--- config.mk ---
export PLATFORM = sky130hd
export DESIGN_NAME = conv_sequencer
export DESIGN_NICKNAME = d
export VERILOG_FILES = /design/src/rtl/conv_sequencer.sv
export SDC_FILE = /design/constraint.sdc
export NUM_CORES = 1
export LEC_CHECK = 0
export ABC_AREA = 1
export CORE_MARGIN = 4
export CORE_UTILIZATION = 42
export DETAILED_ROUTE_END_ITERATION = 6
export GPL_ROUTABILITY_DRIVEN = 0
export PLACE_DENSITY = 0.56
export SYNTH_ARGS = -nofsm -noshare
export SYNTH_HDL_FRONTEND = slang
export SYNTH_SLANG_ARGS = --single-unit
--- constraint.sdc ---
create_clock -name wb_clk_i -period 32.2 [get_ports wb_clk_i]
set_input_delay 8.05 -clock wb_clk_i [delete_from_list [all_inputs] [get_ports wb_clk_i]]
set_output_delay 8.05 -clock wb_clk_i [all_outputs]
set_load 0.1 [all_outputs]
--- src/rtl/conv_sequencer.sv ---
// Convolution layer sequencer: walks kernels x output pixels x kernel taps,
// drives MAC beat addresses/strobes and delayed result-write strobes.
module conv_sequencer #(
  parameter int unsigned AW   = 12,
  parameter int unsigned PIPE = 3
) (
  input  logic          wb_clk_i,
  input  logic          wb_rst_i,
  input  logic          start,
  input  logic [2:0]    kern_cols,
  input  logic [7:0]    cols,
  input  logic [2:0]    kerns,
  input  logic [7:0]    stride,
  input  logic          kern_addr_mode,
  input  logic [7:0]    result_cols,
  input  logic          dp_ready,
  output logic [AW-1:0] in_addr,
  output logic [AW-1:0] kern_addr,
  output logic          mac_en,
  output logic          mac_clr,
  output logic          mac_last,
  output logic [AW-1:0] res_addr,
  output logic          res_we,
  output logic          busy,
  output logic          done
);

  typedef enum logic [2:0] {IDLE, LOAD, RUN, DRAIN, DONE} state_t;

  state_t state, state_nxt;

  logic       start_q1, start_q2, start_edge;
  logic [2:0] k_cfg, n_cfg;
  logic [7:0] c_cfg, s_cfg, r_cfg;
  logic       mode_cfg;

  logic [2:0] kidx, kr, kc;
  logic [7:0] orow, ocol;

  logic kc_wrap, kr_wrap, ocol_wrap, orow_wrap, kidx_wrap;
  logic accept, window_last, last_beat, cfg_empty, pipe_empty;

  logic [PIPE-1:0] pipe_v;
  logic [AW-1:0]   pipe_a [PIPE];
  logic [AW-1:0]   res_calc;
  logic            busy_q, done_q;

  assign start_edge = start_q1 & ~start_q2;

  assign kc_wrap   = (kc == k_cfg - 3'd1);
  assign kr_wrap   = (kr == k_cfg - 3'd1);
  assign ocol_wrap = (ocol == r_cfg - 8'd1);
  assign orow_wrap = (orow == r_cfg - 8'd1);
  assign kidx_wrap = (kidx == n_cfg - 3'd1);

  assign accept      = (state == RUN) && dp_ready;
  assign window_last = kc_wrap && kr_wrap;
  assign last_beat   = window_last && ocol_wrap && orow_wrap && kidx_wrap;
  assign cfg_empty   = (k_cfg == 3'd0) || (n_cfg == 3'd0) || (r_cfg == 8'd0);
  assign pipe_empty  = ~|pipe_v;

  // State register
  always_ff @(posedge wb_clk_i) begin
    if (!wb_rst_i) state <= IDLE;
    else           state <= state_nxt;
  end

  // Next-state logic
  always_comb begin
    state_nxt = state;
    case (state)
      IDLE:    if (start_edge) state_nxt = LOAD;
      LOAD:    state_nxt = cfg_empty ? DONE : RUN;
      RUN:     if (accept && last_beat) state_nxt = DRAIN;
      DRAIN:   if (pipe_empty) state_nxt = DONE;
      DONE:    state_nxt = IDLE;
      default: state_nxt = IDLE;
    endcase
  end

  // Start edge detector and status flags
  always_ff @(posedge wb_clk_i) begin
    if (!wb_rst_i) begin
      start_q1 <= 1'b0;
      start_q2 <= 1'b0;
      busy_q   <= 1'b0;
      done_q   <= 1'b0;
    end else begin
      start_q1 <= start;
      start_q2 <= start_q1;
      busy_q   <= (state_nxt == LOAD) || (state_nxt == RUN) || (state_nxt == DRAIN);
      if (state == IDLE && start_edge) done_q <= 1'b0;
      else if (state_nxt == DONE)      done_q <= 1'b1;
    end
  end

  // Config latch and loop counters; counters hold while the datapath stalls
  always_ff @(posedge wb_clk_i) begin
    if (!wb_rst_i) begin
      k_cfg    <= 3'd0;
      n_cfg    <= 3'd0;
      c_cfg    <= 8'd0;
      s_cfg    <= 8'd0;
      r_cfg    <= 8'd0;
      mode_cfg <= 1'b0;
      kidx     <= 3'd0;
      kr       <= 3'd0;
      kc       <= 3'd0;
      orow     <= 8'd0;
      ocol     <= 8'd0;
    end else begin
      if (state == IDLE && start_edge) begin
        k_cfg    <= kern_cols;
        n_cfg    <= kerns;
        c_cfg    <= cols;
        s_cfg    <= stride;
        r_cfg    <= result_cols;
        mode_cfg <= kern_addr_mode;
      end
      if (state == LOAD) begin
        kidx <= 3'd0;
        kr   <= 3'd0;
        kc   <= 3'd0;
        orow <= 8'd0;
        ocol <= 8'd0;
      end else if (accept) begin
        kc <= kc_wrap ? 3'd0 : kc + 3'd1;
        if (kc_wrap) begin
          kr <= kr_wrap ? 3'd0 : kr + 3'd1;
          if (kr_wrap) begin
            ocol <= ocol_wrap ? 8'd0 : ocol + 8'd1;
            if (ocol_wrap) begin
              orow <= orow_wrap ? 8'd0 : orow + 8'd1;
              if (orow_wrap) kidx <= kidx_wrap ? 3'd0 : kidx + 3'd1;
            end
          end
        end
      end
    end
  end

  // Beat addresses at 32-bit width, truncated to AW
  assign in_addr = AW'((32'(orow) * 32'(s_cfg) + 32'(kr)) * 32'(c_cfg)
                       + 32'(ocol) * 32'(s_cfg) + 32'(kc));
  assign kern_addr = AW'((mode_cfg ? 32'd0 : 32'(kidx) * 32'(k_cfg) * 32'(k_cfg))
                         + 32'(kr) * 32'(k_cfg) + 32'(kc));
  assign res_calc = AW'(32'(kidx) * 32'(r_cfg) * 32'(r_cfg)
                        + 32'(orow) * 32'(r_cfg) + 32'(ocol));

  assign mac_en   = accept;
  assign mac_clr  = accept && (kr == 3'd0) && (kc == 3'd0);
  assign mac_last = accept && window_last;

  // Result delay line; address stages only load on valid so res_addr holds
  always_ff @(posedge wb_clk_i) begin
    if (!wb_rst_i) begin
      pipe_v <= '0;
      for (int i = 0; i < PIPE; i++) pipe_a[i] <= '0;
    end else begin
      pipe_v[0] <= accept && window_last;
      if (accept && window_last) pipe_a[0] <= res_calc;
      for (int i = 1; i < PIPE; i++) begin
        pipe_v[i] <= pipe_v[i-1];
        if (pipe_v[i-1]) pipe_a[i] <= pipe_a[i-1];
      end
    end
  end

  assign res_we   = pipe_v[PIPE-1];
  assign res_addr = pipe_a[PIPE-1];
  assign busy     = busy_q;
  assign done     = done_q;

endmodule

==> run_results.csv <==
group,metric,value,unit
run_status,outcome,"finished, final reports clean",
power,p_leak,10.3,nW
worst_setup_path,cp_slowest_cell,"clkdlybuf4s50_1",
die,core-area,39800,sq um
global_route,grt_pass1_vias,13758,
global_route,grt_usage,20.0,%
timing,finalMaxSlewViolations,0,
clock_network,post-cts-setup-buffers,0,
worst_setup_path,critPathKind,"in2out",
worst_setup_path,crit_arrival,10.54,ns
worst_setup_path,max_stage_delay,1.18,ns
routing,drc_errors,0,
global_route,overflow,0,
layout,multi_input_comb_area,11700,sq um
timing,rsz0062_at_grt,"no",
worst_setup_path,crit_top_cell,"clkdlybuf4s50_1",
yosys,synth.distinct_cells,52,
place,portBuffers,74,
routing,post_drt_wl_per_cell,14.9,um
clock_network,cts.clk_slew.worst_paths,0.09,ns
place,place_inst,2838,
timing,max_freq,0.0538,GHz
yosys,synth.area.top_cells,"fa_1, inv_1, nand2_1, ha_1, dfxtp_1",
global_route,grt_antenna_before_repair,0,
routing,drt_iter0_markers,967,
routing,ant_nets,0,
clock_network,cts-root-buf,"clkbuf_16",
layout,area.sequential,2400,sq um
timing,relSlewSlack,27.2,%
routing,via_per_inst,4.74,
timing,hold_violations,0,
worst_setup_path,cp_max_fo,8,
global_route,grt_pass1_wl,70800,um
yosys,yosysWarnings,0,
power,peakVddDrop,0.0000215,V
yosys,ys_seq_area_share,14.2,%
yosys,synth-seq-cells,102,
timing,worst_pin_slew,1.09,ns
timing,fin_crit_sh,57.7,%
die,die_area,43600,sq um
clock_network,clockBufferDepth,2,
worst_setup_path,startpoint_type,"input port",
yosys,yosysTopAreaCellShare,26.9,%
yosys,netlist_instances,2328,
layout,area_growth,7.64,%
clock_network,clock_latency,0.37,ns
clock_network,cts_resized,0,
die,die_y,209,um
yosys,synth_top_cell_by_area,"fa_1",
clock_network,cts_hold_buffers,0,
worst_hold_path,min_path_type,"reg2reg",
clock_network,cts_sinks,102,
die,ios,77,
die,rows,73,
layout,antenna_cells,0,
timing,clock_skew,0.0184,ns
layout,nFillCells,4168,
clock_network,cts.htree.levels,3,
routing,wirelength,42500,um
layout,instances_no_fill,2854,
worst_setup_path,cp-end-kind,"primary output",
global_route,grt_max_degree,45,
routing,dr.pass1.iters,5,
clock_network,tritoncts,"yes",
yosys,synth_area,17000,sq um
die,start_util,42.6,%
yosys,syn_avg_cell_area,7.28,sq um
layout,drive_gt1_share,2.40,%
timing,period_needed,18.59,ns
timing,setup_viol,0,
worst_setup_path,crit_chain,"clkdlybuf4s50_1, nand3_1, inv_1, nand3_4, nor2_8, clkdlybuf4s50_1",
worst_setup_path,worstPathRequired,24.15,ns
routing,vias,13527,
power,powerDensity,16.6,nW/um^2
place,hpwl,34500,um
timing,tns,0,ns
die,dieWidth,209,um
layout,layout.nets,2754,
job,max_cap_viol_count,0,
clock_network,cts_buffers,9,
-- metrics by stage --
step / instance area [sq um] / util, % / total power [mW] / hold slack (ns) / worst slack, ns
3_3_place_gp: 18000 / 45.1 / 0.193 / 0.414 / 13.64
3_5_place_dp: 18000 / 45.1 / 0.193 / 0.419 / 13.60
2_1_floorplan: 17000 / - / 0.178 / 0.407 / 13.91
4_1_cts: 18200 / 45.8 / 0.307 / 0.431 / 13.60
6_report: 18200 / 45.8 / 0.304 / 0.432 / 13.61
5_1_grt: 18200 / 45.8 / 0.316 / 0.461 / 13.15
-- layout by cell type, fill, tap and decap left out, types with 36 or more instances in the layout --
cell             Yosys  routed
ha_1               167     167
xor2_1              36      36
inv_1              636     635
nand2_1            589     589
nor2_1             152     152
a21oi_1             73      73
fa_1               228     228
nand3_1             80      80
dfxtp_1             66      66
edfxtp_1            36      36
clkdlybuf4s50_1      0      73
o21ai_0             46      46
-- where the power goes --
part	switching (mW)	total [mW]	leakage, nW	internal, mW
Sequential	0.0135	0.151	0.909	0.138
Clock	0.0580	0.113	0.142	0.0547
Combinational	0.0266	0.0397	9.29	0.0131
Total	0.0980	0.304	10.3	0.206
-- metal layers --
layer	share of wire (%)	global-route usage [%]
met1	49	29.1
met2	45	32.1
met3	5.7	3.54
met4	1.1	3.13
met5	0	0
-- sequential cells by signal (all words and copies together), names as in the netlist, 3 cells and up --
name	count
pipe_a	36
c_cfg	8
ocol	8
orow	8
r_cfg	8
s_cfg	8
k_cfg	3
kc	3
kidx	3
kr	3
n_cfg	3
pipe_v	3
state	3
-- cell families after synthesis --
kind of cell	share of synthesized area [%]
and+or+nand+nor	22.1
buffers and inverters	16.9
adders and majority gates	39.2
AOI/OAI and AO/OA	4.61
DFF	14.2
xor gates and xnor gates	2.93
other	0.0221
-- critical path, delay by kind of cell --
kind / cells / cell delay [ns]
buf+inv: 3 / 1.85
simple gates: 3 / 0.62
-- worst paths after layout --
kind            start       endpoint  slack, ns  depth (start not counted)
max          dp_ready       mac_last      13.61                          6
min          start_q1       start_q2       0.43                          2
max reg2reg  r_cfg[2]  pipe_a[0][11]      24.22                         30
min reg2reg  start_q1       start_q2       0.43                          2
-- area by class of cell --
cell class / count / share of cell area, %
multi-input combinational: 1490 / 64.1
sequential: 102 / 13.2
inverter: 641 / 13.3
tap: 525 / 3.60
timing repair buffer: 80 / 4.28
clock buffer: 9 / 1.23
clock inverter: 7 / 0.357
-- synth_stat cells (all sizes together) --
library cell and n:
a211oi 3, a21o 2, a21oi 73, a221o 1
a22oi 1, a31oi 2, buf 33, clkbuf 63
clkinv 1, conb 1, dfxtp 66, edfxtp 36
fa 228, ha 167, inv 640, nand2 592
nand3 82, nand3b 14, nand4 14, nor2 159
nor2b 1, nor3 16, nor3b 7, nor4 1
o2111ai 1, o21a 4, o21ai 46, o21bai 7
o22ai 1, o31ai 2, or2 9, xnor2 17
xor2 38
Note: power is estimated with default switching activity, not from simulation.
